### config.mk
export PLATFORM = sky130hd
export DESIGN_NAME = pll_lock_sequencer_flat
export DESIGN_NICKNAME = d
export VERILOG_FILES = /design/src/rtl/pll_pkg.sv /design/src/rtl/pll_lock_sequencer_if.sv /design/src/rtl/sync_2ff.sv /design/src/rtl/pll_lock_sequencer.sv /design/src/flat_wrapper.sv
export SDC_FILE = /design/constraint.sdc
export NUM_CORES = 1
export LEC_CHECK = 0
export ABC_AREA = 0
export CORE_MARGIN = 3
export CORE_UTILIZATION = 37
export DETAILED_ROUTE_END_ITERATION = 10
export DONT_BUFFER_PORTS = 1
export GPL_TIMING_DRIVEN = 0
export SETUP_SLACK_MARGIN = 0.3
export SYNTH_ARGS = -nofsm -noshare
export SYNTH_HDL_FRONTEND = slang
export SYNTH_SLANG_ARGS = --single-unit
### constraint.sdc
create_clock -name clk_in -period 4.3 [get_ports clk_in]
set_clock_uncertainty 0.15 [all_clocks]
set_input_delay 0.86 -clock clk_in [delete_from_list [all_inputs] [get_ports clk_in]]
set_output_delay 0.86 -clock clk_in [all_outputs]
set_load 0.05 [all_outputs]
### src/rtl/pll_pkg.sv
// -----------------------------------------------------------------------------
// pll_pkg
// Shared types and constants for the PLL lock sequencer.
//   - pll_state_e : 3-bit FSM state codes, also driven out on state_out
//   - CNT_W       : width of the shared per-state cycle counter
//   - LOSS_W      : width of the saturating lock-loss event counter
//   - sat_inc_loss: saturating increment used for the lock-loss counter
// -----------------------------------------------------------------------------
package pll_pkg;

    localparam int CNT_W   = 16;
    localparam int LOSS_W  = 8;
    localparam int IDX_W   = 3;   // covers stage indices 0..7
    localparam int RETRY_W = 8;
    localparam int STATE_W = 3;

    localparam logic [CNT_W-1:0]   CNT_ZERO   = {CNT_W{1'b0}};
    localparam logic [CNT_W-1:0]   CNT_ONE    = {{(CNT_W-1){1'b0}}, 1'b1};
    localparam logic [IDX_W-1:0]   IDX_ZERO   = {IDX_W{1'b0}};
    localparam logic [IDX_W-1:0]   IDX_ONE    = {{(IDX_W-1){1'b0}}, 1'b1};
    localparam logic [RETRY_W-1:0] RETRY_ZERO = {RETRY_W{1'b0}};
    localparam logic [RETRY_W-1:0] RETRY_ONE  = {{(RETRY_W-1){1'b0}}, 1'b1};
    localparam logic [LOSS_W-1:0]  LOSS_ZERO  = {LOSS_W{1'b0}};
    localparam logic [LOSS_W-1:0]  LOSS_ONE   = {{(LOSS_W-1){1'b0}}, 1'b1};
    localparam logic [LOSS_W-1:0]  LOSS_MAX   = {LOSS_W{1'b1}};

    typedef enum logic [STATE_W-1:0] {
        ST_PLL_RST   = 3'd0,
        ST_WAIT_LOCK = 3'd1,
        ST_STABLE    = 3'd2,
        ST_RELEASE   = 3'd3,
        ST_RUN       = 3'd4,
        ST_FAIL      = 3'd5
    } pll_state_e;

    // Saturating increment: the loss counter sticks at all-ones so that a
    // flapping PLL stays visible instead of wrapping back to a small value.
    function automatic logic [LOSS_W-1:0] sat_inc_loss(input logic [LOSS_W-1:0] v);
        logic [LOSS_W-1:0] r;
        if (v == LOSS_MAX) begin
            r = v;
        end else begin
            r = v + LOSS_ONE;
        end
        return r;
    endfunction

endpackage

### src/rtl/pll_lock_sequencer_if.sv
// -----------------------------------------------------------------------------
// pll_lock_sequencer_if
// Bundle of the PLL supervision and staged-reset signals.
//   pll_lock_in     : PLL LOCK, asynchronous to the sequencer clock
//   restart_in      : single-cycle request to re-run the bring-up sequence
//   pll_resetb_out  : to PLL RESETB, active-low
//   stage_reset_out : active-high downstream resets, bit 0 released first
//   ready_out       : high only while the sequencer is in RUN
//   fail_out        : high only while the sequencer is in FAIL
//   state_out       : current FSM state code
//   loss_count_out  : saturating count of lock-loss events
// modport master is the sequencer side, modport slave the consumer side.
// -----------------------------------------------------------------------------
interface pll_lock_sequencer_if #(
    parameter int NUM_STAGES = 3
);
    import pll_pkg::*;

    logic                  pll_lock_in;
    logic                  restart_in;
    logic                  pll_resetb_out;
    logic [NUM_STAGES-1:0] stage_reset_out;
    logic                  ready_out;
    logic                  fail_out;
    logic [STATE_W-1:0]    state_out;
    logic [LOSS_W-1:0]     loss_count_out;

    modport master (
        input  pll_lock_in,
        input  restart_in,
        output pll_resetb_out,
        output stage_reset_out,
        output ready_out,
        output fail_out,
        output state_out,
        output loss_count_out
    );

    modport slave (
        output pll_lock_in,
        output restart_in,
        input  pll_resetb_out,
        input  stage_reset_out,
        input  ready_out,
        input  fail_out,
        input  state_out,
        input  loss_count_out
    );

endinterface

### src/rtl/sync_2ff.sv
// -----------------------------------------------------------------------------
// sync_2ff
// One-bit two-flop synchronizer with asynchronous active-low reset.
//   clk   : destination clock
//   rst_n : asynchronous active-low reset, both flops clear to 0
//   d     : asynchronous input
//   q     : synchronized output, two destination-clock cycles of latency
// -----------------------------------------------------------------------------
module sync_2ff (
    input  logic clk,
    input  logic rst_n,
    input  logic d,
    output logic q
);

    logic meta_r;
    logic sync_r;

    // Two-stage capture; meta_r may go metastable, sync_r is the clean copy.
    always_ff @(posedge clk or negedge rst_n) begin
        if (!rst_n) begin
            meta_r <= 1'b0;
            sync_r <= 1'b0;
        end else begin
            meta_r <= d;
            sync_r <= meta_r;
        end
    end

    assign q = sync_r;

endmodule

### src/rtl/pll_lock_sequencer.sv
// -----------------------------------------------------------------------------
// pll_lock_sequencer
// Supervises the iCE40 PLL from the board reference clock: pulses RESETB,
// waits for LOCK with a timeout and retry limit, qualifies LOCK as stable,
// then releases the downstream resets one stage at a time. Lock loss or a
// restart request re-runs the whole sequence.
//   clk_in    : reference clock (keeps running while the PLL output is absent)
//   resetb_in : asynchronous active-low reset
//   seq_if    : master side of pll_lock_sequencer_if (lock/restart in,
//               RESETB, stage resets, ready/fail, state and loss count out)
// Stage resets live in the clk_in domain; consumers on the PLL clock must
// re-synchronize them locally.
// -----------------------------------------------------------------------------
module pll_lock_sequencer
    import pll_pkg::*;
#(
    parameter int RESET_CYCLES = 16,
    parameter int LOCK_TIMEOUT = 4096,
    parameter int LOCK_STABLE  = 256,
    parameter int NUM_STAGES   = 3,
    parameter int STAGE_GAP    = 8,
    parameter int MAX_RETRIES  = 4
) (
    input  logic                 clk_in,
    input  logic                 resetb_in,
    pll_lock_sequencer_if.master seq_if
);

    // Terminal counts: each state ends when cnt reaches its length minus one.
    localparam logic [CNT_W-1:0]      RST_LAST    = CNT_W'(RESET_CYCLES - 1);
    localparam logic [CNT_W-1:0]      TIMEOUT_LAST = CNT_W'(LOCK_TIMEOUT - 1);
    localparam logic [CNT_W-1:0]      STABLE_LAST = CNT_W'(LOCK_STABLE - 1);
    localparam logic [CNT_W-1:0]      GAP_LAST    = CNT_W'(STAGE_GAP - 1);
    localparam logic [RETRY_W-1:0]    RETRY_MAX   = RETRY_W'(MAX_RETRIES);
    localparam logic [IDX_W-1:0]      IDX_LAST    = IDX_W'(NUM_STAGES - 1);
    localparam logic [NUM_STAGES-1:0] STAGES_ON   = {NUM_STAGES{1'b1}};

    logic                  lock_s;
    logic                  retries_spent_s;

    pll_state_e            state_r;
    logic [CNT_W-1:0]      cnt_r;
    logic [RETRY_W-1:0]    retry_cnt_r;
    logic [IDX_W-1:0]      idx_r;
    logic                  pll_resetb_r;
    logic [NUM_STAGES-1:0] stage_reset_r;
    logic                  ready_r;
    logic                  fail_r;
    logic [LOSS_W-1:0]     loss_cnt_r;

    sync_2ff u_lock_sync (
        .clk   (clk_in),
        .rst_n (resetb_in),
        .d     (seq_if.pll_lock_in),
        .q     (lock_s)
    );

    // A failed attempt goes to FAIL once the retry budget is used up.
    assign retries_spent_s = (retry_cnt_r == RETRY_MAX);

    // Sequencer FSM; every output is a register updated here.
    always_ff @(posedge clk_in or negedge resetb_in) begin
        if (!resetb_in) begin
            state_r       <= ST_PLL_RST;
            cnt_r         <= CNT_ZERO;
            retry_cnt_r   <= RETRY_ZERO;
            idx_r         <= IDX_ZERO;
            pll_resetb_r  <= 1'b0;
            stage_reset_r <= STAGES_ON;
            ready_r       <= 1'b0;
            fail_r        <= 1'b0;
            loss_cnt_r    <= LOSS_ZERO;
        end else if (seq_if.restart_in) begin
            // Restart beats every other transition, including lock loss,
            // and deliberately leaves the loss counter alone.
            state_r       <= ST_PLL_RST;
            cnt_r         <= CNT_ZERO;
            retry_cnt_r   <= RETRY_ZERO;
            idx_r         <= IDX_ZERO;
            pll_resetb_r  <= 1'b0;
            stage_reset_r <= STAGES_ON;
            ready_r       <= 1'b0;
            fail_r        <= 1'b0;
        end else begin
            case (state_r)
                ST_PLL_RST: begin
                    stage_reset_r <= STAGES_ON;
                    ready_r       <= 1'b0;
                    fail_r        <= 1'b0;
                    if (cnt_r == RST_LAST) begin
                        state_r      <= ST_WAIT_LOCK;
                        cnt_r        <= CNT_ZERO;
                        pll_resetb_r <= 1'b1;
                    end else begin
                        cnt_r        <= cnt_r + CNT_ONE;
                        pll_resetb_r <= 1'b0;
                    end
                end

                ST_WAIT_LOCK: begin
                    if (lock_s) begin
                        state_r <= ST_STABLE;
                        cnt_r   <= CNT_ZERO;
                    end else if (cnt_r == TIMEOUT_LAST) begin
                        cnt_r        <= CNT_ZERO;
                        pll_resetb_r <= 1'b0;
                        if (retries_spent_s) begin
                            state_r <= ST_FAIL;
                            fail_r  <= 1'b1;
                        end else begin
                            state_r     <= ST_PLL_RST;
                            retry_cnt_r <= retry_cnt_r + RETRY_ONE;
                        end
                    end else begin
                        cnt_r <= cnt_r + CNT_ONE;
                    end
                end

                ST_STABLE: begin
                    if (!lock_s) begin
                        // A dropout while qualifying counts as a failed attempt.
                        cnt_r        <= CNT_ZERO;
                        pll_resetb_r <= 1'b0;
                        if (retries_spent_s) begin
                            state_r <= ST_FAIL;
                            fail_r  <= 1'b1;
                        end else begin
                            state_r     <= ST_PLL_RST;
                            retry_cnt_r <= retry_cnt_r + RETRY_ONE;
                        end
                    end else if (cnt_r == STABLE_LAST) begin
                        state_r <= ST_RELEASE;
                        cnt_r   <= CNT_ZERO;
                        idx_r   <= IDX_ZERO;
                    end else begin
                        cnt_r <= cnt_r + CNT_ONE;
                    end
                end

                ST_RELEASE: begin
                    if (!lock_s) begin
                        // Lock loss wins even over the final stage release.
                        state_r       <= ST_PLL_RST;
                        cnt_r         <= CNT_ZERO;
                        idx_r         <= IDX_ZERO;
                        pll_resetb_r  <= 1'b0;
                        stage_reset_r <= STAGES_ON;
                        ready_r       <= 1'b0;
                        loss_cnt_r    <= sat_inc_loss(loss_cnt_r);
                    end else if (cnt_r == GAP_LAST) begin
                        // Stages release in order from bit 0, so shifting a
                        // zero in from the bottom releases stage idx_r.
                        stage_reset_r <= stage_reset_r << 1;
                        cnt_r         <= CNT_ZERO;
                        if (idx_r == IDX_LAST) begin
                            state_r     <= ST_RUN;
                            ready_r     <= 1'b1;
                            retry_cnt_r <= RETRY_ZERO;
                            idx_r       <= IDX_ZERO;
                        end else begin
                            idx_r <= idx_r + IDX_ONE;
                        end
                    end else begin
                        cnt_r <= cnt_r + CNT_ONE;
                    end
                end

                ST_RUN: begin
                    if (!lock_s) begin
                        state_r       <= ST_PLL_RST;
                        cnt_r         <= CNT_ZERO;
                        idx_r         <= IDX_ZERO;
                        pll_resetb_r  <= 1'b0;
                        stage_reset_r <= STAGES_ON;
                        ready_r       <= 1'b0;
                        loss_cnt_r    <= sat_inc_loss(loss_cnt_r);
                    end else begin
                        ready_r <= 1'b1;
                    end
                end

                ST_FAIL: begin
                    // Sticky: only resetb_in or restart_in leave this state.
                    pll_resetb_r  <= 1'b0;
                    stage_reset_r <= STAGES_ON;
                    ready_r       <= 1'b0;
                    fail_r        <= 1'b1;
                end

                default: begin
                    // Unused codes recover into a clean bring-up.
                    state_r       <= ST_PLL_RST;
                    cnt_r         <= CNT_ZERO;
                    retry_cnt_r   <= RETRY_ZERO;
                    idx_r         <= IDX_ZERO;
                    pll_resetb_r  <= 1'b0;
                    stage_reset_r <= STAGES_ON;
                    ready_r       <= 1'b0;
                    fail_r        <= 1'b0;
                end
            endcase
        end
    end

    assign seq_if.pll_resetb_out  = pll_resetb_r;
    assign seq_if.stage_reset_out = stage_reset_r;
    assign seq_if.ready_out       = ready_r;
    assign seq_if.fail_out        = fail_r;
    assign seq_if.state_out       = state_r;
    assign seq_if.loss_count_out  = loss_cnt_r;

endmodule

### src/flat_wrapper.sv
// flat-port wrapper written by rule: the top's interface ports become plain ports
module pll_lock_sequencer_flat import pll_pkg::*;
#(
    parameter int RESET_CYCLES = 16,
    parameter int LOCK_TIMEOUT = 4096,
    parameter int LOCK_STABLE  = 256,
    parameter int NUM_STAGES   = 3,
    parameter int STAGE_GAP    = 8,
    parameter int MAX_RETRIES  = 4
)
  (clk_in, resetb_in, seq_if_pll_lock_in, seq_if_restart_in, seq_if_pll_resetb_out, seq_if_stage_reset_out, seq_if_ready_out, seq_if_fail_out, seq_if_state_out, seq_if_loss_count_out);
  pll_lock_sequencer_if #(.NUM_STAGES(NUM_STAGES)) seq_if_i ();
  input  logic clk_in;
  input  logic resetb_in;
  input wire logic [$bits(seq_if_i.pll_lock_in)-1:0] seq_if_pll_lock_in;
  input wire logic [$bits(seq_if_i.restart_in)-1:0] seq_if_restart_in;
  output wire logic [$bits(seq_if_i.pll_resetb_out)-1:0] seq_if_pll_resetb_out;
  output wire logic [$bits(seq_if_i.stage_reset_out)-1:0] seq_if_stage_reset_out;
  output wire logic [$bits(seq_if_i.ready_out)-1:0] seq_if_ready_out;
  output wire logic [$bits(seq_if_i.fail_out)-1:0] seq_if_fail_out;
  output wire logic [$bits(seq_if_i.state_out)-1:0] seq_if_state_out;
  output wire logic [$bits(seq_if_i.loss_count_out)-1:0] seq_if_loss_count_out;
  assign seq_if_i.pll_lock_in = seq_if_pll_lock_in;
  assign seq_if_i.restart_in = seq_if_restart_in;
  assign seq_if_pll_resetb_out = seq_if_i.pll_resetb_out;
  assign seq_if_stage_reset_out = seq_if_i.stage_reset_out;
  assign seq_if_ready_out = seq_if_i.ready_out;
  assign seq_if_fail_out = seq_if_i.fail_out;
  assign seq_if_state_out = seq_if_i.state_out;
  assign seq_if_loss_count_out = seq_if_i.loss_count_out;
  pll_lock_sequencer #(.RESET_CYCLES(RESET_CYCLES), .LOCK_TIMEOUT(LOCK_TIMEOUT), .LOCK_STABLE(LOCK_STABLE), .NUM_STAGES(NUM_STAGES), .STAGE_GAP(STAGE_GAP), .MAX_RETRIES(MAX_RETRIES)) u_core (.clk_in(clk_in), .resetb_in(resetb_in), .seq_if(seq_if_i));
endmodule
== Yosys cells after proc, flatten, opt, wreduce, memory -nomap -nowiden ==
Index checks and enable logic that the tools add are counted.

* Equal/unequal tests: 32
* $lt $le $gt $ge: 0
* Div/mod/pow operators: 0
* Bitwise gates (word level): 3
* Add/subtract/negate cells: 4
* Reduce and logical (&&, ||, !) cells: 15
* Shift operators: 0
* Multiply operators: 0
* Muxes and demuxes: 61

{| class="wikitable"
|+ Operator list
! kind !! number
|-
| 16-bit two-way mux || 9
|-
| 16-bit case mux with 6 select lines || 1
|-
| 8-bit two-way mux || 8
|-
| 3-bit two-way mux || 21
|-
| 8-bit case mux with 4 select lines || 1
|-
| 3-bit != test, second input constant || 6
|-
| 3-bit case mux with 6 select lines || 1
|-
| 16-bit by 1-bit adder with 16-bit output, second input constant || 1
|-
| 8-bit by 1-bit adder with 8-bit output, second input constant || 2
|-
| 16-bit by 12-bit equality test with 1-bit output, second input constant || 1
|-
| 16-bit by 3-bit equality test with 1-bit output, second input constant || 1
|-
| 16-bit by 4-bit equality test with 1-bit output, second input constant || 1
|-
| 16-bit by 8-bit equality test with 1-bit output, second input constant || 1
|-
| 4-bit by 3-bit != test with 1-bit output, second input constant || 4
|-
| 1-bit two-way mux || 15
|-
| 3-bit by 2-bit != test with 1-bit output, second input constant || 5
|-
| 7-bit AND reduction || 2
|-
| 3-bit case mux with 4 select lines || 1
|-
| 3-bit by 2-bit equality test with 1-bit output, second input constant || 3
|-
| 3-bit case mux with 3 select lines || 1
|-
| 3-bit AND reduction || 3
|-
| 3-bit OR reduction || 3
|-
| 8-bit by 3-bit equality test with 1-bit output, second input constant || 1
|-
| 8-bit equality test, second input constant || 1
|-
| other kinds (13) || 22
|}

* Latch bits: 0
* Flip-flop bits (word level): 46
* Memories kept: 0
* Memory bits (writable): 0
* Output and inout bits: 17
* Memory bits (read-only): 0
* Logic and storage cells: 126
* Bits of input ports: 4

== Logic depth before layout (Yosys ltp) ==
* Depth after elaboration: 6
* Gate-level depth with buffers: 9
* Gate-level depth less buffers: 8

== Hierarchy ==
Synthesis repeated with hierarchy kept, for this count alone.

* Cell total of the unflattened synthesis: 295
* Area, all modules: 2625.0 µm²

{| class="wikitable"
|+ By module, submodules not included
! module !! instances !! area each (µm²) !! cells each
|-
| pll_lock_sequencer || 1 || 2575.0 || 293
|-
| sync_2ff || 1 || 50.0 || 2
|}

== Worst setup path after synthesis ==
No wires, ideal clock.

* Path kind: register -> register
* From: register u_core.cnt_r[13]
* To: register u_core.cnt_r[6]
* Cell stages (with the launch flop): 9
* Setup slack: 1681 ps
* Setup time: 122 ps
* Data arrival time: 2347 ps
* Period minus slack after synthesis: 2619 ps
* Path through: dfrtp_1 or4_4 buf_6 o41ai_4 nor3_2 or3_1 buf_6 buf_6 a32o_1

* Longest elaborated chain between the ends: 5
* Elaborated cells on any way between the ends: 13
* Classes of those cells: 4 x eq/ne; 9 x mux

{| class="wikitable"
|+ Ends and longest elaborated chain
! item !! line !! source
|-
| from (decl) || pll_lock_sequencer.sv:42 || <nowiki>logic [CNT_W-1:0] cnt_r;</nowiki>
|-
| from (signal assigned) || pll_lock_sequencer.sv:95 || <nowiki>cnt_r <= cnt_r + CNT_ONE;</nowiki>
|-
| from (signal assigned) || pll_lock_sequencer.sv:115 || <nowiki>cnt_r <= cnt_r + CNT_ONE;</nowiki>
|-
| from (signal assigned) || pll_lock_sequencer.sv:136 || <nowiki>cnt_r <= cnt_r + CNT_ONE;</nowiki>
|-
| 16-bit by 3-bit equality test with 1-bit output, or another cell as far along || pll_lock_sequencer.sv:150 || <nowiki>end else if (cnt_r == GAP_LAST) begin</nowiki>
|-
| 16-bit two-way mux (on tied branches) || pll_lock_sequencer.sv:150, pll_lock_sequencer.sv:104, pll_lock_sequencer.sv:131 ||
|-
| 16-bit two-way mux (on tied branches) || pll_lock_sequencer.sv:141, pll_lock_sequencer.sv:101, pll_lock_sequencer.sv:120 ||
|-
| 16-bit case mux with 6 select lines (*) || pll_lock_sequencer.sv:85 || <nowiki>case (state_r)</nowiki>
|-
| 16-bit two-way mux (*) || pll_lock_sequencer.sv:73 || <nowiki>end else if (seq_if.restart_in) begin</nowiki>
|}

Mark *: on every way between the ends. The rest lies on a longest branch, timed or not.
A chain may end at the register's enable or synchronous reset.

== Final worst setup path ==
* From: register u_core.state_r[1], in the netlist u_core.seq_if.state_out[1]
* To: register u_core.cnt_r[10]

* Longest elaborated chain between the ends: 3
* Elaborated cells on any way between the ends: 11
* Classes of those cells: 7 x eq/ne; 2 x mux; 2 x reduce/logical

{| class="wikitable"
|+ Ends and longest elaborated chain
! item !! line !! source
|-
| from (decl) || pll_lock_sequencer.sv:41 || <nowiki>pll_state_e state_r;</nowiki>
|-
| from (signal assigned) || pll_lock_sequencer.sv:64 || <nowiki>state_r <= ST_PLL_RST;</nowiki>
|-
| from (signal assigned) || pll_lock_sequencer.sv:76 || <nowiki>state_r <= ST_PLL_RST;</nowiki>
|-
| from (signal assigned) || pll_lock_sequencer.sv:91 || <nowiki>state_r <= ST_WAIT_LOCK;</nowiki>
|-
| 3-bit equality test, or another cell as far along || pll_lock_sequencer.sv:85 ||
|-
| 16-bit case mux with 6 select lines, or another cell as far along || pll_lock_sequencer.sv:85 ||
|-
| 16-bit two-way mux or 2-bit AND reduction (tied branches) || - ||
|}

Parallel ways exist; a longest one is shown, timed or not.

==> results.py <==
metrics = {
    "run_status": {
        "status": "completed",
    },
    "place": {
        "port_buffers": 0,
        "dp_hpwl_mm": 4.24,
        "dp_slack_ns": 1.27,
        "place_area_mm2": 0.00275,
        "dp.cells": 380,
        "routabilityCongestion": 0.900,
    },
    "flow_run": {
        "timing.max_cap.violations": 0,
    },
    "clocking": {
        "ctsRootBufferMaster": "clkbuf_8",
        "cts-buffers-inserted": 5,
        "cts_tree": "done",
        "worstSkewPairLatency_ns": 0.29,
        "cts_hold_buf": 0,
        "h-tree-depth": 2,
        "cts.sinks": 46,
        "cts_resized": 0,
        "clock_path_buffers": 2,
        "clk_pin_slew_ns": 0.09,
        "post_cts_buffers": 0,
    },
    "timing": {
        "rsz0062_at_grt": "false",
        "timing.final.ws_setup_ns": 1.26,
        "worst_pin_slew_ns": 0.779,
        "setup_viol": 0,
        "setup_tns_ns": 0,
        "finalHoldViolations": 0,
        "final.period_utilization_pct": 70.7,
        "fmax_mhz": 329,
        "post-route-min-period_ns": 3.04,
        "slew_headroom_pct": 47.4,
        "slew_violations": 0,
    },
    "die": {
        "start_util_pct": 38.5,
        "die_y_um": 90.3,
        "io-pin-count": 21,
        "rows": 30,
        "dieArea_mm2": 0.00816,
        "die_w_um": 90.3,
        "core_mm2": 0.00683,
    },
    "routing": {
        "post_drt_wl_per_cell_um": 15.2,
        "first_iter_violations": 125,
        "ant_nets": 0,
        "viasPerCell": 5.57,
        "routed_wl_mm": 5.91,
        "vias": 2160,
        "drtPass1Iterations": 4,
        "drcViolationCount": 0,
    },
    "yosys": {
        "synth_top_area_cell": "dfrtp_1",
        "synth_nets": 292,
        "synth_top_family_by_area": "simple AND/OR/NAND/NOR gates",
        "ys_warn_count": 0,
        "synth-seq-area-share_pct": 43.9,
        "synth_top_area_share_pct": 40.9,
        "synth_cell_types": 54,
        "async_flop_share_pct": 100,
        "synth_area_mm2": 0.00263,
        "synthAdderAreaFrac_pct": 1.90,
        "ys.flop_type": "dfrtp_1",
        "synth-edff-count": 0,
        "ys_ff_latch": 46,
        "synth_compound_area_share_pct": 20.4,
        "yosys.area_share.simple_pct": 24.7,
        "synth.area.mux_share_pct": 0.809,
        "syn_inst": 284,
        "yosys-top-cells-area": "dfrtp_1 (41%), nor2_1 (4.3%), nand3_1 (3.8%), a21oi_1 (3.4%), nand2_1 (3.4%)",
        "synth-xor-area-share_pct": 4.66,
        "syn_avg_cell_area_um2": 9.26,
    },
    "critical_path": {
        "cp_max_fo": 10,
        "path_buf_inv": 3,
        "cpPeakStageDelay_ns": 0.65,
        "path_class": "reg2reg",
        "path_delay_family": "simple AND/OR/NAND/NOR gates",
        "worstPathArrival_ns": 3.10,
        "startpoint_type": "flop",
        "worstPathCellList": "clkbuf_1, nor3b_1, nand2_1, nor2_1, or3_1, buf_6, buf_6, nand2_1, a31oi_1",
        "slowest_stage": "dfrtp_1",
        "required_ns": 4.36,
        "endpoint_kind": "flop",
    },
    "global_routing": {
        "grt_max_degree": 47,
        "antenna_found_initial": 0,
        "grt_pass1_wl_mm": 10.2,
        "grt.total_usage_pct": 15.0,
        "grt.overflow.total": 0,
        "grt_pass1_vias": 2021,
    },
    "pwr": {
        "seq_power_share_pct": 46.5,
        "ir_worst_vdd_v": 0.000421,
        "clkPwrFrac_pct": 19.7,
        "internal_power_uw": 744,
        "netSwitchingFraction_pct": 42.5,
        "p_leak_uw": 0.00118,
        "p_per_area_mw_per_mm2": 456,
        "combPwrFrac_pct": 33.8,
        "power.switching_uw": 549,
    },
    "layout": {
        "layoutNonFillerInstCount": 388,
        "final_area_mm2": 0.00283,
        "layout_commonest_cell": "dfrtp_1",
        "diodes": 0,
        "area_growth_pct": 7.71,
        "layout-drive-gt1-share_pct": 9.25,
        "final_nets": 299,
        "fillers": 723,
        "most-common-layout-cells": "dfrtp_1 (43), nor2_1 (30), nand2_1 (24), nand3_1 (20), a21oi_1 (18)",
    },
    "worst_hold_path": {
        "min_path_type": "in2async",
    },
}
final timing paths:
path                                            start  slack (ns)                          endpoint  cells after the start
setup reg to reg           u_core.seq_if.state_out[1]        1.26                  u_core.cnt_r[10]                      9
hold / removal                              resetb_in        0.10                  u_core.cnt_r[13]                      0
min in group clk_in         u_core.u_lock_sync.meta_r        0.22              u_core.u_lock_sync.q                      0
max in group asynchronous                   resetb_in        3.71  u_core.seq_if.stage_reset_out[1]                      0
hold reg to reg             u_core.u_lock_sync.meta_r        0.22              u_core.u_lock_sync.q                      0
setup / recovery           u_core.seq_if.state_out[1]        1.26                  u_core.cnt_r[10]                      9
final cells by class:
cell class	instances	area, µm²	area share (%)
plain buffers	12	68.8	2.43
clock buffers	6	72.6	2.56
clock inverters	2	10.0	0.353
inverters	7	26.3	0.928
multi-input cells	219	1380	48.7
flip-flops and latches	46	1150	40.8
well taps	96	120	4.24
kinds of logic after synthesis:
family	after synthesis
AO/OA/AOI/OAI	74
XOR/XNOR	14
adder cells (fa/ha/maj)	4
buffers and inverters	19
flip-flops	46
multiplexers	2
AND/OR/NAND/NOR	125
worst reg2reg max path, delay by kind of cell (launching register included):
| family | cells | cell delay [ns] |
|---|---|---|
| flip-flops | 1 | 0.65 |
| AO/OA/AOI/OAI | 1 | 0.16 |
| buffers and inverters | 3 | 0.67 |
| AND/OR/NAND/NOR | 5 | 1.32 |
cells in the mapped netlist, types with 3 or more instances:
| cell type | n |
|---|---|
| nand4_1 | 4 |
| a22o_1 | 3 |
| xor2_1 | 5 |
| buf_6 | 3 |
| o31ai_1 | 9 |
| or2_2 | 3 |
| nand3_1 | 20 |
| dfstp_2 | 3 |
| nor4_1 | 6 |
| inv_1 | 7 |
| nor3_1 | 6 |
| xnor2_1 | 9 |
| nor2_1 | 30 |
| dfrtp_1 | 43 |
| nor3b_1 | 6 |
| nor2b_1 | 3 |
| a31oi_1 | 7 |
| ha_1 | 4 |
| nand2_1 | 24 |
| a21o_1 | 9 |
| clkbuf_1 | 7 |
| a21oi_1 | 18 |
| and3_1 | 4 |
| o21ai_0 | 10 |
| or3_1 | 4 |
power groups by stage:
stage               clock [µW]  combinational [µW]  sequential, µW
finish                     255                 436             601
global route               285                 490             609
CTS                        267                 436             601
detailed placement           0                 435             609
global placement             0                 429             606
floorplan                    0                 347             594
sequential cells by signal (all words and copies together), names as in the netlist:
name,count
u_core.seq_if.fail_out,1
u_core.u_lock_sync.q,1
u_core.idx_r,3
u_core.seq_if.ready_out,1
u_core.seq_if.stage_reset_out,3
u_core.u_lock_sync.meta_r,1
u_core.seq_if.state_out,3
u_core.cnt_r,16
u_core.seq_if.pll_resetb_out,1
u_core.retry_cnt_r,8
u_core.seq_if.loss_count_out,8
per-stage QoR:
stage	utilization (%)	hold slack, ns	power [µW]
6_report	41.5	0.101	1290
5_1_grt	41.5	0.0826	1380
4_1_cts	41.5	0.0943	1300
3_5_place_dp	40.3	0.210	1040
3_3_place_gp	40.3	0.207	1040
2_1_floorplan	-	0.181	941
layer usage:
layer,up-vias,routed length (µm),GRT usage (%)
met1,1056,2980,21.9
met5,-,0,0
met3,2,244,3.33
li1,1061,-,-
met4,0,23,2.55
met2,41,2670,23.1
No activity file was read; power rests on OpenSTA's default activity.
